==> src/rtl/hall_pkg.sv <==
// Shared definitions for the hall tachometer: sector decode, invalid codes, FSM states.
package hall_pkg;

  localparam logic [2:0] HALL_INVALID_LO = 3'b000;
  localparam logic [2:0] HALL_INVALID_HI = 3'b111;

  typedef enum logic [1:0] {
    INIT  = 2'd0,
    TRACK = 2'd1,
    STALL = 2'd2
  } tach_state_e;

  typedef struct packed {
    logic       valid;
    logic [2:0] sector;
  } sector_t;

  // Gray-style hall sequence mapped to electrical sectors 0..5.
  function automatic sector_t sector_decode(input logic [2:0] code);
    sector_t r;
    r = '{valid: 1'b1, sector: 3'd0};
    case (code)
      3'b001:  r.sector = 3'd0;
      3'b011:  r.sector = 3'd1;
      3'b010:  r.sector = 3'd2;
      3'b110:  r.sector = 3'd3;
      3'b100:  r.sector = 3'd4;
      3'b101:  r.sector = 3'd5;
      default: r.valid  = 1'b0;
    endcase
    return r;
  endfunction

endpackage

==> src/rtl/hall_debounce.sv <==
// Hall input synchronizer and stability filter; accept fires on the clock the
// synced code completes DEBOUNCE_CYCLES stable samples and differs from the last accepted one.
module hall_debounce
  import hall_pkg::*;
#(
  parameter int DEBOUNCE_CYCLES = 8
) (
  input  logic       clk,
  input  logic       rst_n,
  input  logic [2:0] hall,
  output logic [2:0] code,
  output logic       accept
);

  localparam logic [7:0] DB = 8'(DEBOUNCE_CYCLES);

  logic [2:0] sync1, sync2, cand, acc_q;
  logic [7:0] cnt, cnt_nxt;

  always_comb begin
    if (sync2 != cand)  cnt_nxt = 8'd1;
    else if (cnt == DB) cnt_nxt = DB;
    else                cnt_nxt = cnt + 8'd1;
  end

  // Combinational accept so the tracker reacts on the same edge the code is taken.
  assign accept = (cnt_nxt == DB) && (sync2 != acc_q);
  assign code   = accept ? sync2 : acc_q;

  always_ff @(posedge clk or negedge rst_n) begin
    if (!rst_n) begin
      sync1 <= '0;
      sync2 <= '0;
      cand  <= '0;
      cnt   <= '0;
      acc_q <= '0;
    end else begin
      sync1 <= hall;
      sync2 <= sync1;
      cand  <= sync2;
      cnt   <= cnt_nxt;
      if (accept) acc_q <= sync2;
    end
  end

endmodule

==> src/rtl/hall_tachometer.sv <==
// Hall-bus tachometer: signed step accumulation per snapshot window, direction,
// commutation period, stall detection and skip/invalid-code reporting.
module hall_tachometer
  import hall_pkg::*;
#(
  parameter int DEBOUNCE_CYCLES = 8,
  parameter int PERIOD_WIDTH    = 20,
  parameter int DELTA_WIDTH     = 12,
  parameter int ERR_WIDTH       = 8
) (
  input  logic                    clk,
  input  logic                    rst_n,
  input  logic [2:0]              hall,
  input  logic                    snapshot,
  output logic [DELTA_WIDTH-1:0]  step_delta,
  output logic [PERIOD_WIDTH-1:0] period,
  output logic                    dir,
  output logic                    stalled,
  output logic                    snap_valid,
  output logic [PERIOD_WIDTH-1:0] period_snap,
  output logic [ERR_WIDTH-1:0]    skip_err,
  output logic                    hall_invalid
);

  localparam logic [PERIOD_WIDTH-1:0] P_ONE = 1;
  localparam logic [DELTA_WIDTH-1:0]  D_ONE = 1;
  localparam logic [ERR_WIDTH-1:0]    E_ONE = 1;

  logic [2:0] acc_code;
  logic       acc_stb;

  hall_debounce #(.DEBOUNCE_CYCLES(DEBOUNCE_CYCLES)) u_debounce (
    .clk    (clk),
    .rst_n  (rst_n),
    .hall   (hall),
    .code   (acc_code),
    .accept (acc_stb)
  );

  tach_state_e             state;
  sector_t                 dec;
  logic [2:0]              prev_sector;
  logic [3:0]              diff;
  logic [PERIOD_WIDTH-1:0] period_cnt, period_nxt;
  logic [DELTA_WIDTH-1:0]  acc, acc_sum;
  logic                    new_valid, trans, fwd, rev, stall_hit;

  assign dec       = sector_decode(acc_code);
  assign new_valid = acc_stb && dec.valid;
  assign trans     = new_valid && (state != INIT) && (dec.sector != prev_sector);
  assign diff      = (dec.sector >= prev_sector) ? {1'b0, dec.sector} - {1'b0, prev_sector}
                                                 : {1'b0, dec.sector} + 4'd6 - {1'b0, prev_sector};
  assign fwd       = trans && (diff == 4'd1);
  assign rev       = trans && (diff == 4'd5);
  assign stall_hit = (state == TRACK) && !trans && (period_cnt == '1);

  // Leaving STALL the true interval is unknown, so report it as saturated.
  always_comb begin
    period_nxt = period;
    if (trans)          period_nxt = (state == STALL) ? '1 : period_cnt;
    else if (stall_hit) period_nxt = '1;
  end

  always_comb begin
    acc_sum = acc;
    if (fwd)      acc_sum = acc + D_ONE;
    else if (rev) acc_sum = acc - D_ONE;
  end

  always_ff @(posedge clk or negedge rst_n) begin
    if (!rst_n) begin
      state        <= INIT;
      prev_sector  <= '0;
      period_cnt   <= '0;
      period       <= '1;
      acc          <= '0;
      step_delta   <= '0;
      dir          <= 1'b0;
      stalled      <= 1'b1;
      snap_valid   <= 1'b0;
      period_snap  <= '0;
      skip_err     <= '0;
      hall_invalid <= 1'b0;
    end else begin
      period     <= period_nxt;
      snap_valid <= snapshot;
      if (snapshot) begin
        step_delta  <= acc_sum;
        period_snap <= period_nxt;
        acc         <= '0;
      end else begin
        acc <= acc_sum;
      end
      if (acc_stb) hall_invalid <= !dec.valid;
      if (fwd)      dir <= 1'b1;
      else if (rev) dir <= 1'b0;
      if (trans && !fwd && !rev && (skip_err != '1)) skip_err <= skip_err + E_ONE;

      if (trans) begin
        prev_sector <= dec.sector;
        period_cnt  <= P_ONE;
        stalled     <= 1'b0;
        state       <= TRACK;
      end else begin
        case (state)
          INIT: if (new_valid) begin
            prev_sector <= dec.sector;
            period_cnt  <= P_ONE;
            state       <= TRACK;
          end
          TRACK: if (stall_hit) begin
            state   <= STALL;
            stalled <= 1'b1;
          end else begin
            period_cnt <= period_cnt + P_ONE;
          end
          default: ;
        endcase
      end
    end
  end

endmodule

==> config.mk <==
export PLATFORM = sky130hd
export DESIGN_NAME = hall_tachometer
export DESIGN_NICKNAME = d
export VERILOG_FILES = /design/src/rtl/hall_pkg.sv /design/src/rtl/hall_debounce.sv /design/src/rtl/hall_tachometer.sv
export SDC_FILE = /design/constraint.sdc
export NUM_CORES = 1
export LEC_CHECK = 0
export BUFFER_PORTS_ARGS = -buffer_cell sky130_fd_sc_hd__buf_2
export CORE_MARGIN = 1
export CORE_UTILIZATION = 28
export DETAILED_ROUTE_END_ITERATION = 12
export PLACE_DENSITY = 0.49
export SETUP_SLACK_MARGIN = 0.5
export SYNTH_ARGS = -nofsm -noshare
export SYNTH_HDL_FRONTEND = slang
export SYNTH_SLANG_ARGS = --single-unit
==> constraint.sdc <==
create_clock -name clk -period 10.7 [get_ports clk]
set_input_delay 0.535 -clock clk [delete_from_list [all_inputs] [get_ports clk]]
set_output_delay 0.535 -clock clk [all_outputs]
set_load 0.01 [all_outputs]
# After elaboration in Yosys (flattened, before gate mapping)
# Index checks and enable logic that the tools add are counted.
# word_totals
register_bits	121
latchBits	0
ram_bits	0
rom_bits	0
input_bits	6
out_inout_bits	64
word_cells	102
mem_count	0
# classes
add_sub_neg	8
n_mul	0
div	0
magnitude_cmp	1
eq_ne	20
shift	0
muxes	28
bitwise	0
n_reduce_logical	28
# ops
cell	n
20-bit two-way mux	6
20-bit one-hot mux with 2 select lines	1
12-bit two-way mux	3
20-bit by 1-bit adder with 20-bit output, second input constant	1
20-bit equality test, second input constant	1
8-bit by 1-bit adder with 8-bit output, second input constant	2
8-bit by 4-bit equality test with 1-bit output, second input constant	2
8-bit two-way mux	2
3-bit one-hot mux with 5 select lines	1
12-bit by 1-bit adder with 12-bit output, second input constant	1
3-bit two-way mux	4
2-bit nonzero test	6
12-bit by 1-bit subtractor with 12-bit output, second input constant	1
1-bit logical AND	11
3-bit equality test, second input constant	3
3-bit inequality test	3
3-bit inequality test, second input constant	3
8-bit inequality test, second input constant	1
3-bit by 2-bit equality test with 1-bit output, second input constant	2
1-bit two-way mux	6
2-bit two-way mux	3
3-bit AND reduction	2
6-bit OR reduction	1
3-bit by 3-bit adder with 4-bit output, second input constant	1
14 further kinds	18

# Depth between registers and ports, before layout
# Gate-level depths: netlist of the first run.
# logic_depth
ltp_word	18
ltp_mapped	20
mapped_depth_nobuf	19

# By module
# A second synthesis of the first run with hierarchy kept.
# unflattened
cells_unflattened	523
hier_area_um2	5779.3
# by_module_without_submodules
mod	instances	cells_each	area_per_inst_um2
hall_tachometer	1	448	4867.2
hall_debounce	1	75	912.1

# Least setup slack after synthesis of the first run
# Ideal clock, no wire load.
# synth_path
path_kind	register to register
start	reg u_debounce.cnt[2]
end	reg step_delta[11]
t_arrival_ns	4.714
required_time_ns	10.563
slack_ns	5.849
path_stages_with_launch	21
synth_period_minus_slack_ns	4.851
cell_sequence	dfrtp_1 > buf_6 > nor4_2 > and3_2 > a211oi_1 > or3_4 > or2_1 > clkbuf_1 > mux2_1 > or2_2 > ha_1 > inv_1 > ha_1 > fa_1 > and3_1 > nor2_1 > nor3_1 > nand2_1 > a2111oi_2 > xnor2_1 > a21oi_1
# synth_between
elab_chain_len	15
# synth_lines
item	line	text
start: declaration	hall_debounce.sv:18	logic [7:0] cnt, cnt_nxt;
start signal: assignment	hall_debounce.sv:41	cnt <= cnt_nxt;
8-bit by 1-bit adder with 8-bit output / 8-bit by 4-bit equality test with 1-bit output (equally long branches)	hall_debounce.sv:23, hall_debounce.sv:22	
8-bit two-way mux (*)	hall_debounce.sv:22	else if (cnt == DB) cnt_nxt = DB;
8-bit two-way mux (*)	hall_debounce.sv:21	if (sync2 != cand) cnt_nxt = 8'd1;
via u_debounce.cnt_nxt[7]	hall_debounce.sv:18	
8-bit by 4-bit equality test with 1-bit output (*)	hall_debounce.sv:27	assign accept = (cnt_nxt == DB) && (sync2 != acc_q);
1-bit logical AND (*)	hall_debounce.sv:27	
3-bit two-way mux (*)	hall_debounce.sv:28	assign code = accept ? sync2 : acc_q;
via acc_code[0]	hall_tachometer.sv:29	logic [2:0] acc_code;
3-bit equality test, or another cell as far along	hall_pkg.sv:22	case (code)
3-bit one-hot mux with 5 select lines / 6-bit OR reduction (equally long branches)	-	
3-bit by 3-bit adder with 4-bit output / 1-bit two-way mux (equally long branches)	hall_tachometer.sv:52, hall_pkg.sv:22	
4-bit by 3-bit subtractor with 4-bit output / 1-bit logical AND (equally long branches)	hall_tachometer.sv:52, hall_tachometer.sv:49	
4-bit two-way mux / 1-bit logical AND (equally long branches)	hall_tachometer.sv:51, hall_tachometer.sv:50	
4-bit by 3-bit equality test with 1-bit output / 1-bit logical AND (equally long branches)	hall_tachometer.sv:54, hall_tachometer.sv:50	
1-bit logical AND	hall_tachometer.sv:54	assign rev = trans && (diff == 4'd5);
12-bit two-way mux	hall_tachometer.sv:67	else if (rev) acc_sum = acc - D_ONE;
12-bit two-way mux (*)	hall_tachometer.sv:66	if (fwd) acc_sum = acc + D_ONE;
end signal: assignment	hall_tachometer.sv:88	step_delta <= acc_sum;
end: declaration	hall_tachometer.sv:15	output logic [DELTA_WIDTH-1:0] step_delta,
# The timed path passes the listed nets; every way through them passes the cells marked *.
# A chain may end at the register's enable or synchronous reset.

# Final worst setup path of the first run
# layout_path
start	reg u_debounce.cnt[2]
end	reg skip_err[1]
# layout_between
elab_chain_len	17
# layout_lines
item	line	text
8-bit by 1-bit adder with 8-bit output / 8-bit by 4-bit equality test with 1-bit output (equally long branches)	hall_debounce.sv:23, hall_debounce.sv:22	
8-bit two-way mux (*)	hall_debounce.sv:22	
8-bit two-way mux (*)	hall_debounce.sv:21	
via u_debounce.cnt_nxt[7]	hall_debounce.sv:18	
8-bit by 4-bit equality test with 1-bit output (*)	hall_debounce.sv:27	
1-bit logical AND (*)	hall_debounce.sv:27	
3-bit two-way mux (*)	hall_debounce.sv:28	
via acc_code[0]	hall_tachometer.sv:29	
(+2 left out)	-	
3-bit by 3-bit adder with 4-bit output / 1-bit two-way mux (equally long branches)	hall_tachometer.sv:52, hall_pkg.sv:22	
4-bit by 3-bit subtractor with 4-bit output / 1-bit logical AND (equally long branches)	hall_tachometer.sv:52, hall_tachometer.sv:49	
4-bit two-way mux / 1-bit logical AND (equally long branches)	hall_tachometer.sv:51, hall_tachometer.sv:50	
4-bit by 1-bit equality test with 1-bit output / 1-bit logical AND (equally long branches)	hall_tachometer.sv:53, hall_tachometer.sv:50	
1-bit logical AND	hall_tachometer.sv:53	assign fwd = trans && (diff == 4'd1);
1-bit zero test	hall_tachometer.sv:97	if (trans && !fwd && !rev && (skip_err != '1)) skip_err <= skip_err + E_ONE;
1-bit logical AND	hall_tachometer.sv:97	
1-bit logical AND (*) (2 in series)	hall_tachometer.sv:97	
end signal: assignment	hall_tachometer.sv:97	
end: declaration	hall_tachometer.sv:21	output logic [ERR_WIDTH-1:0] skip_err,
# Marked as above.

==> metrics.md, run 1 <==
| Metric | Value |
|---|---|
| Outcome | finished, violations left |
| Failing checks | design-rule violations |
| Hold buffers post-CTS | 0 |
| GRT Util Overall | 13.71% |
| Routability cong. | between 0.7 and 0.8 |
| Net load switching power | 0.2507 mW |
| Initial drt markers | roughly 270 |
| #FFs+latches synth | 121 |
| Post-synth top flop | dfrtp_1 |
| Fillers | between 2000 and 2500 |
| Die Y-Extent | about 150 um |
| Core footprint | around 21000 um^2 |
| Syn avg cell area | around 10 um^2 |
| Sequential power share | ~43% |
| CP required | approximately 11000 ps |
| Final Hold Vio Count | 0 |
| Vias | between 4000 and 5000 |
| Cells after Synth | 584 |
| Relative slew slack | about 26% |
| Synth Cell Area | approximately 6000 um^2 |
| Vias per cell | between 4 and 5 |
| Bufs on Longest Clock Path | 2 |
| Arr. time, crit path | about 5800 ps |
| Final Cell Area | about 7000 um^2 |
| Unrepaired setup endpoints after global routing | false |
| Clock-pin slew on the worst setup and hold paths | ~50 ps |
| Sw Ratio | between 20% and 30% |
| # setup viols final | 0 |
| Crit path largest cell delay | 690 ps |
| Worst Skew | 7.719 ps |
| Die ar. | 22000 um^2 |
| Num rows | between 50 and 60 |
| HPWL after DPL | 9425 um |
| Die span in x | about 150 um |
| Setup bufs post-CTS | 0 |
| Critical path cell sequence | nor4_2, and3_2, a211oi_1, or3_4, or2_1, mux2_1, or2_2, ha_1, inv_1, ha_1, fa_1, xnor2_1, nand3b_1, a21o_1, nor4b_4, mux2_1 |
| Internal power | ~0.86 mW |
| Max-cap viol count | 0 |
| Unique masters post-synth | 57 |
| First-pass GRT wire length | between 20000 and 25000 um |
| Dpl cell area | approximately 6600 um^2 |
| R2R setup slack | slightly above 5000 ps |
| DP Cell Count | approximately 900 |
| CP max FO | 12 |
| # DRC | 2 |
| Final core utilization | between 30% and 40% |
| Slew Limit Fails | 0 |
| Worst Setup End Kind | register |
| GR Overflow Total | 0 |
| Post-synth ARST share | 100.0% |
| CTS sink cnt | between 100 and 150 |
| Routed WL | 14060 um |
| Area delta synth->final | 19.58% |
| Commonest non-fill, non-tap cell in the layout | dfrtp_1 |
| Initial antenna violation count | 0 |
| Num CTS Buffers | 17 |
| Fmax | roughly 180 MHz |
| Clk root buf | clkbuf_16 |
| DRT Pass-1 Iters | 9 |
| Clock power frac | a little over half |
| CTS tree | built |
| Period minus WS final | ~5500 ps |
| Non-Filler Instances | 931 |
| # port buffers | about 70 |
| Power per cell area | 154.7 nW/um^2 |
| Max VDD drop | 0.1080 mV |
| Pleak | about 3.2 nW |
| Post-DRT Antenna Nets | 0 |
| Ant. Diodes | 0 |
| Net Count, Synth | 605 |
| Clk Latency, worst-skew pair | between 400 and 500 ps |
| Vias in the first global route | ~4500 |
| Logic pwr share | roughly 4.5% |
| Setup_tns | 0 ps |
| Initial Util | between 20 and 30% |
| I/O pin count | 70 |
| Largest net degree at the start of global routing | between 70 and 80 |
| Nets | 664 |
| WS Path Type | register to register |
| Critical Path Slowest Stage Cell | a21o_1 |
| Most frequent cells in the layout | dfrtp_1, nor2_1, buf_2, nand2_1 |
| Final Cycle Share | between 50% and 60% |
| Critical path's top delay family | simple AND/OR/NAND/NOR gates |
| Resized Gates After CTS | 0 |
| Share of layout cells above drive strength 1 | 22.71% |
| Worst slew pin tran | about 1100 ps |
| H-tree Lvls | 4 |
| Startpoint Class | register |
| EDFF count, synth | 0 |
| Sequential-to-total area share from yosys stat | between 50 and 60% |
| Hold Crit Class | input port to asynchronous set/reset pin |
| Critical path buffers and inverters | 1 |
| Synth warn | 0 |
| WL per Instance | ~15 um |
-- through the flow --
| stage | setup WS [ps] | total power, mW | hold WS (ps) |
|---|---|---|---|
| 3_3_place_gp | 5356 | 0.5358 | 341.4 |
| 2_1_floorplan | 5849 | 0.5118 | 239.4 |
| 6_report | 5173 | 1.109 | 151.7 |
| 4_1_cts | 5167 | 1.125 | 171.1 |
| 3_5_place_dp | 5179 | 0.5377 | 336.3 |
| 5_1_grt | 4787 | 1.153 | 198.0 |
-- per-layer routing --
layer	routed length (um)	track usage, %
met1	7038	19.20
met2	6260	20.42
met3	581	3.006
met4	176	5.515
met5	0	0
-- state kept, by name, indices dropped and copies added (netlist names) --
| register | cells |
|---|---|
| u_debounce.sync1 | 3 |
| u_debounce.cnt | 8 |
| u_debounce.sync2 | 3 |
| state | 2 |
| skip_err | 8 |
| period_cnt | 20 |
| hall_invalid | 1 |
| period_snap | 20 |
| acc | 12 |
| prev_sector | 3 |
| dir | 1 |
| stalled | 1 |
| period | 20 |
| step_delta | 12 |
| u_debounce.acc_q | 3 |
| snap_valid | 1 |
| u_debounce.cand | 3 |
-- power groups by stage --
stage,sequential [mW],combinational (mW),clock (mW)
CTS,0.478,0.0519,0.595
global route,0.480,0.0576,0.615
global placement,0.486,0.0502,0
floorplan,0.488,0.0242,0
detailed placement,0.486,0.0516,0
finish,0.478,0.0503,0.581
-- worst register-to-register path: stages, from the launching register on --
cell and delay [ps]:
dfrtp_1 470, nor4_2 280, and3_2 250, a211oi_1 60
or3_4 390, or2_1 330, mux2_1 360, or2_2 350
ha_1 340, inv_1 60, ha_1 190, fa_1 380
xnor2_1 140, nand3b_1 90, a21o_1 690, nor4b_4 650
mux2_1 380
-- worst paths after layout --
path | cells past startpoint | to | from
max | 16 | skip_err[1] | u_debounce.cnt[2]
min | 1 | period_snap[13] | rst_n
max reg2reg | 16 | skip_err[1] | u_debounce.cnt[2]
min reg2reg | 0 | u_debounce.sync2[1] | u_debounce.sync1[1]
max in group asynchronous | 2 | period_snap[10] | rst_n
min in group clk | 1 | u_debounce.sync1[0] | hall[0]
-- final cells by class --
| cell class | instances | area, um^2 | area share [%] |
|---|---|---|---|
| Tap cell | 275 | 344.1 | 4.800 |
| Timing Repair Buffer | 75 | 392.9 | 5.481 |
| Sequential cell | 121 | 3054 | 42.61 |
| Inverter | 21 | 78.83 | 1.100 |
| Clock buffer | 20 | 446.7 | 6.231 |
| Multi-Input combinational cell | 407 | 2701 | 37.69 |
| Clock inverter | 12 | 150.1 | 2.095 |
-- synthesized netlist by cell type, types with 3 or more instances --
master | instances | share of area (%)
inv_1 | 21 | 1.3
ha_1 | 12 | 2.5
a31oi_1 | 9 | 0.94
xnor2_1 | 30 | 4.4
and3_1 | 10 | 1.0
nor2_1 | 74 | 4.6
nor4_1 | 3 | 0.31
nand2_1 | 32 | 2.0
o22ai_1 | 21 | 2.2
o31ai_1 | 4 | 0.50
o21ai_0 | 20 | 1.7
a211oi_1 | 4 | 0.50
buf_6 | 3 | 0.56
nand4_1 | 9 | 0.94
nand3_1 | 16 | 1.3
nor3_1 | 30 | 2.5
clkbuf_1 | 22 | 1.4
a21oi_1 | 29 | 2.4
mux2i_1 | 5 | 0.83
a22o_1 | 3 | 0.44
or3_1 | 8 | 0.83
and2_1 | 4 | 0.42
o22a_1 | 20 | 2.9
nor4b_4 | 3 | 1.2
buf_2 | 10 | 0.83
xor2_1 | 5 | 0.73
nor4_4 | 6 | 2.1
fa_1 | 3 | 1.0
dfrtp_1 | 100 | 42
and4_1 | 4 | 0.58
dfstp_2 | 21 | 9.2
or2_2 | 4 | 0.42
-- cells by family after synthesis --
group / synth area share [%]
compound gates: 14.26
xor+xnor: 5.114
fa+ha+maj: 3.507
buf+inv: 4.091
flops: 50.95
mux: 1.586
simple gates: 20.50
Note: power is estimated with default switching activity, not from simulation.
==> run 2, diff against run 1 <==
==> constraint.sdc (replaced) <==
create_clock -name clk -period 5.3 [get_ports clk]
set_input_delay 0.265 -clock clk [delete_from_list [all_inputs] [get_ports clk]]
set_output_delay 0.265 -clock clk [all_outputs]
set_load 0.01 [all_outputs]
==> run 2 against run 1 <==
Power up 120%. Highest routed layer unchanged. Routed wire length up 3.0%. Die area unchanged. Largest cell class unchanged. The run now ends clean. Largest power group unchanged.
==> metrics.md, run 2 (synthesis results as in run 1) <==
| Metric | Value |
|---|---|
| Bufs on Longest Clock Path | 2 (unchanged) |
| Nets | 679 (+2.3%) |
| WHS | 35.28 ps (-116.4 ps) |
| CP max FO | 7 (-5) |
| Routed WL | 14470 um (+3.0%) |
| Die ar. | 22000 um^2 (unchanged) |
| RR Endpoint | step_delta[3] |
| Fillers | 2103 (-1.3%) |
| Setup_tns | 0 ps (unchanged) |
| Initial Util | 28.52% (unchanged) |
| I/O pin count | 70 (unchanged) |
| Vias per cell | 5.027 (+2.6%) |
| Worst slew pin tran | 1045 ps (-67.75 ps) |
| Initial antenna violation count | 0 (unchanged) |
| WL per Instance | 15.30 um (+1.3%) |
| Final Hold Vio Count | 0 (unchanged) |
| Num CTS Buffers | 17 (unchanged) |
| Post-DRT Antenna Nets | 0 (unchanged) |
| Die span in x | 148.3 um (unchanged) |
| Initial drt markers | 290 (+6.6%) |
| Slew Limit Fails | 0 (unchanged) |
| H-tree Lvls | 4 (unchanged) |
| R2R setup slack | 600 ps (-4580 ps) |
| Clk root buf | clkbuf_16 |
| Most frequent cells in the layout | dfrtp_1, nor2_1, buf_2, nand2_1 |
| Worst Skew | 10.86 ps (+3.145 ps) |
| CTS sink cnt | 121 (unchanged) |
| Reg2reg start | u_debounce.cnt[2] |
| Total power | 2.386 mW (+120%) |
| Arr. time, crit path | 4970 ps (-850 ps) |
| Ant. Diodes | 0 (unchanged) |
| Commonest non-fill, non-tap cell in the layout | dfrtp_1 |
| Fmax | 212.6 MHz (+18%) |
| Relative slew slack | 30.10% (+4.3 points) |
| Vias in the first global route | 4597 (+1.1%) |
| Max VDD drop | 0.1784 mV (+65%) |
| Reg area | 3058 um^2 (+0.12%) |
| Area of the multi-input gates | 2861 um^2 (+5.9%) |
| GR Overflow Total | 0 (unchanged) |
| Clock-pin slew on the worst setup and hold paths | 50 ps (about the same) |
| Final Cell Area | 7542 um^2 (+5.2%) |
| CTS tree | built |
| HPWL after DPL | 9396 um (-0.31%) |
| Worst Reg2Reg Path Length in Cells | 20 (+4) |
| Unrepaired setup endpoints after global routing | false |
| Area delta synth->final | 25.82% |
| Share of layout cells above drive strength 1 | 26.97% (+4.3 points) |
| Period minus WS final | 4703 ps (-823.8 ps) |
| Max-cap viol count | 0 (unchanged) |
| Largest net degree at the start of global routing | 81 (+13%) |
| Num rows | 53 (unchanged) |
| Final core utilization | 35.88% (+1.8 points) |
| Power per cell area | 316.3 nW/um^2 (+100%) |
| GRT Util Overall | 13.61% (-0.10 points) |
| Startpoint Class | register |
| WS Path Type | register to register |
| First-pass GRT wire length | 23590 um (-0.72%) |
| Largest regs | period: 20 flops, period_cnt: 20 flops, period_snap: 20 flops |
| CP required | 5570 ps (-5420 ps) |
| Pleak | 3.371 nW (+4.6%) |
| Final Cycle Share | 88.74% (+37 points) |
| Core footprint | 21020 um^2 (unchanged) |
| Dpl cell area | 6621 um^2 (+0.76%) |
| DRT Pass-1 Iters | 4 (-5) |
| # setup viols final | 0 (unchanged) |
| Worst Setup End Kind | register |
| Vias | 4756 (+4.2%) |
| Die Y-Extent | 148.3 um (unchanged) |
| Hold Crit Class | input port to asynchronous set/reset pin |
| Clk Latency, worst-skew pair | 420 ps (about the same) |
| # port buffers | 69 (unchanged) |
| # DRC | 0 (-2) |
| Routability cong. | 0.7995 (+0.54%) |
| Outcome | complete, no violations |
## run 2: cell types whose count changed in the layout (fill, tap and decap cells not counted), sizes merged
cell	delta
clkinv	-4
clkbuf	+5
bufinv	+2
dlygate4sd3	+3
buf	+12
clkinvlp	-3
## run 2: layout make-up
class                      count  share of cell area [%]
tap                          275                   4.562
clock buffer                  25                   6.835
sequential                   121                   40.54
inverter                      21                   1.045
timing repair buffer          90                   6.951
clock inverter                 7                   2.123
multi-input combinational    407                   37.94
## run 2: worst max-delay path by stage
stage                           start             end  slack [ps]  cells after the start
floorplan           u_debounce.cnt[2]   step_delta[2]         560                     19
global placement    u_debounce.cnt[2]   step_delta[8]         370                     18
detailed placement  u_debounce.cnt[2]  step_delta[11]         160                     17
CTS                 u_debounce.cnt[2]  step_delta[11]         480                     16
global route        u_debounce.cnt[2]   step_delta[3]         390                     20
finish              u_debounce.cnt[2]   step_delta[3]         600                     20
## run 2: timing repair
item                                    4_1_cts  5_1_grt
endpoints found under the hold margin         3        0
setup buffers                                 1        5
hold buffers                                  3        0
endpoints found under the setup margin       43       79
gates resized for setup                      12       22
pin swaps                                     1        7
## run 2: routing by layer
layer	wire (um)	GRT usage [%]
met1	7020	18.84
met2	6712	20.21
met3	646	4.141
met4	92	4.227
met5	0	0
## run 2: worst max-delay path, cell delays in order, from the launching register on
cell      delay, ps
dfrtp_2         440
buf_4           140
nand3_1         100
nor3_1          290
a211oi_1        120
or3_4           360
or2_4           300
mux2_4          310
or2_4           270
ha_4            280
inv_1            40
ha_1            180
fa_1            480
and3_4          220
nor2_4           70
nor3_4          160
buf_6           140
mux2i_1         100
nor4_4          300
xnor2_2         170
a21oi_1          90
## run 2: where the power goes
| part | internal (mW) | switching, mW |
|---|---|---|
| registers | 0.948 | 0.0152 |
| clock network | 0.909 | 0.403 |
| logic | 0.0408 | 0.0697 |
| total | 1.90 | 0.488 |
## run 2: stage by stage
step / setup WS, ps / std cells
2_1_floorplan: 561.3 / 584
3_3_place_gp: 370.5 / 905
3_5_place_dp: 158.2 / 905
4_1_cts: 484.9 / 941
5_1_grt: 393.9 / 946
6_report: 596.6 / 946
==> run 3, diff against run 2 <==
--- a/config.mk
+++ b/config.mk
@@ -6,9 +6,11 @@
 export NUM_CORES = 1
 export LEC_CHECK = 0
 export BUFFER_PORTS_ARGS = -buffer_cell sky130_fd_sc_hd__buf_2
+export CORE_ASPECT_RATIO = 2
 export CORE_MARGIN = 1
 export CORE_UTILIZATION = 28
 export DETAILED_ROUTE_END_ITERATION = 12
+export GPL_TIMING_DRIVEN = 0
 export PLACE_DENSITY = 0.49
 export SETUP_SLACK_MARGIN = 0.5
 export SYNTH_ARGS = -nofsm -noshare
==> run 3 against run 2 <==
Global-route usage up 2.5 points. Critical path depth down 2. First-iteration DRC count down 19%. Combinational power up 11%. Sequential share of layout area down 2.0 points. Setup slack worse by 55 ps. Sequential power about the same. Clock power down 5%. Clock skew down 0.52 ps. Critical endpoint is now step_delta[11]. Largest cell class unchanged.
==> metrics.md, run 3 (synthesis results as in run 1) <==
| Metric | Value |
|---|---|
| GRT Util Overall | 16.09% (+2.5 points) |
| Area delta synth->final | 32.37% |
| Reg2reg start | u_debounce.cnt[7] |
| Critical path's top delay family | simple AND/OR/NAND/NOR gates |
| Vias | 4984 (+4.8%) |
| Reg area | 3058 um^2 (unchanged) |
| Max-cap viol count | 0 (unchanged) |
| Final Cycle Share | 89.77% (+1.0 points) |
| Num rows | 75 (+42%) |
| Vias in the first global route | 5189 (+13%) |
| Most frequent cells in the layout | dfrtp_1, buf_2, nor2_1, nand2_1, nor3_1 |
| Post-DRT Antenna Nets | 0 (unchanged) |
| Largest regs | period: 20 flops, period_cnt: 20 flops, period_snap: 20 flops |
| HPWL after DPL | 12120 um (+29%) |
| # port buffers | 69 (unchanged) |
| Worst Skew | 10.34 ps (-0.5220 ps) |
| Relative slew slack | 37.23% (+7.1 points) |
| RR Endpoint | step_delta[11] |
| Power per cell area | 293.6 nW/um^2 (-7.2%) |
| Critical path buffers and inverters | 3 (unchanged) |
| Startpoint Class | register |
| CTS sink cnt | 121 (unchanged) |
| # DRC | 0 (unchanged) |
| Initial Util | 28.52% (about the same) |
| Die ar. | 22030 um^2 (+0.16%) |
| R2R setup slack | 540 ps (-50 ps) |
| Fmax | 210.2 MHz (-1.1%) |
| Final Hold Vio Count | 0 (unchanged) |
| Clock-pin slew on the worst setup and hold paths | 60 ps (about the same) |
| DRT Pass-1 Iters | 4 (unchanged) |
| Total power | 2.330 mW (-2.3%) |
| Core footprint | 21020 um^2 (about the same) |
| Critical path cell sequence | nor4_4, and3_4, a211oi_4, or3_4, or2_1, clkbuf_8, mux2_4, or2_4, fa_2, fa_2, a21oi_4, buf_6, nor4_4, buf_4, nand3_4, a2111oi_4, xnor2_1, a21oi_1 |
| Period minus WS final | 4758 ps (+54.50 ps) |
| Bufs on Longest Clock Path | 2 (unchanged) |
| Worst Reg2Reg Path Length in Cells | 18 (-10%) |
| Initial drt markers | 236 (-19%) |
| WS Path Type | register to register |
| Unrepaired setup endpoints after global routing | true |
| Hold Path Cell Cnt | 0 |
| Initial antenna violation count | 0 (unchanged) |
| Pre-CTS setup slack | -208.9 ps (-367.0 ps) |
| Hold Crit Class | register to register |
| Max VDD drop | 0.1974 mV (+11%) |
| Worst Setup End Kind | register |
| CP required | 5570 ps (about the same) |
| Final setup margin | 542.1 ps (-54.50 ps) |
| Clk Latency, worst-skew pair | 420 ps (about the same) |
| Hold Startpoint | u_debounce.sync1[2] |
| Commonest non-fill, non-tap cell in the layout | dfrtp_1 |
| Pleak | 3.537 nW (+4.9%) |
| Clk root buf | clkbuf_16 |
| Outcome | complete, no violations |
| Arr. time, crit path | 5030 ps (+60 ps) |
| Share of layout cells above drive strength 1 | 31.34% (+4.4 points) |
| Routed WL | 16940 um (+17%) |
| First-pass GRT wire length | 27120 um (+15%) |
| Die span in x | 105.5 um (-29%) |
| Num CTS Buffers | 17 (unchanged) |
| Nets | 726 (+6.9%) |
| Die Y-Extent | 208.9 um (+41%) |
| WL per Instance | 17.16 um (+12%) |
| Slew Limit Fails | 0 (unchanged) |
| # setup viols final | 0 (unchanged) |
| CP max FO | 4 (-3) |
| Fillers | 2118 (+0.71%) |
| CTS tree | built |
| Vias per cell | 5.050 (+0.44%) |
| Area of the multi-input gates | 2970 um^2 (+3.8%) |
| I/O pin count | 70 (unchanged) |
| Ant. Diodes | 0 (unchanged) |
| Worst slew pin tran | 933.0 ps (-111.7 ps) |
| Crit path largest cell delay | 560 ps (+80 ps) |
| Largest net degree at the start of global routing | 79 (-2.5%) |
| H-tree Lvls | 4 (unchanged) |
| Critical Path Slowest Stage Cell | fa_2 |
| Hold Path Sink | u_debounce.sync2[2] |
| GR Overflow Total | 0 (unchanged) |
| Routability cong. | 0.8257 (+3.3%) |
run 3: where the power goes:
part           switching, mW  internal [mW]
Combinational         0.0761         0.0454
Sequential            0.0151          0.948
Clock                  0.424          0.820
Total                  0.516           1.81
run 3: stage by stage:
| stage | instance area [um^2] | hold slack [ps] | instances | utilization (%) | setup TNS (ps) |
|---|---|---|---|---|---|
| global placement | 6681 | 334.9 | 922 | 31.79 | -343.8 |
| finish | 7935 | 342.6 | 987 | 37.75 | 0 |
| detailed placement | 6715 | 228.5 | 923 | 31.95 | -2050 |
| floorplan | 6000 | -30.59 | 584 | - | 0 |
| global route | 7935 | 356.2 | 987 | 37.75 | 0 |
| CTS | 7612 | 345.7 | 971 | 36.21 | 0 |
run 3: how the worst max path moves through the flow:
stage	start	endpoint	slack, ps	depth (start not counted)
2_1_floorplan	u_debounce.cnt[2]	step_delta[2]	560	19
3_3_place_gp	u_debounce.sync2[1]	step_delta[11]	-120	19
3_5_place_dp	u_debounce.sync2[1]	step_delta[11]	-210	19
4_1_cts	u_debounce.cnt[2]	step_delta[11]	510	20
5_1_grt	u_debounce.sync2[1]	step_delta[9]	360	20
6_report	u_debounce.cnt[7]	step_delta[11]	540	18
run 3: repair_timing:
| action | in CTS | in global routing |
|---|---|---|
| endpoints found under the setup margin | 87 | 86 |
| hold buffers | 5 | 0 |
| resized for setup | 27 | 46 |
| hold endpoints to repair | 40 | 0 |
| buffers inserted | 11 | 16 |
| pin swaps | 14 | 33 |
run 3: routing by layer:
metal | share of wire, % | vias up | GRT usage, %
met5 | 0 | - | 0
met4 | 4.6 | 0 | 9.325
met3 | 3.0 | 45 | 3.587
met2 | 59 | 110 | 30.88
met1 | 34 | 2496 | 15.26
li1 | - | 2333 | -
run 3: area by class of cell:
cell class / count / share of cell area [%]
clock inverters: 12 / 2.160
well taps: 269 / 4.242
repair buffers: 102 / 8.262
clock buffers: 20 / 5.881
multi-input cells: 407 / 37.43
flip-flops and latches: 121 / 38.54
inverters: 21 / 0.9934
plain buffers: 35 / 2.491
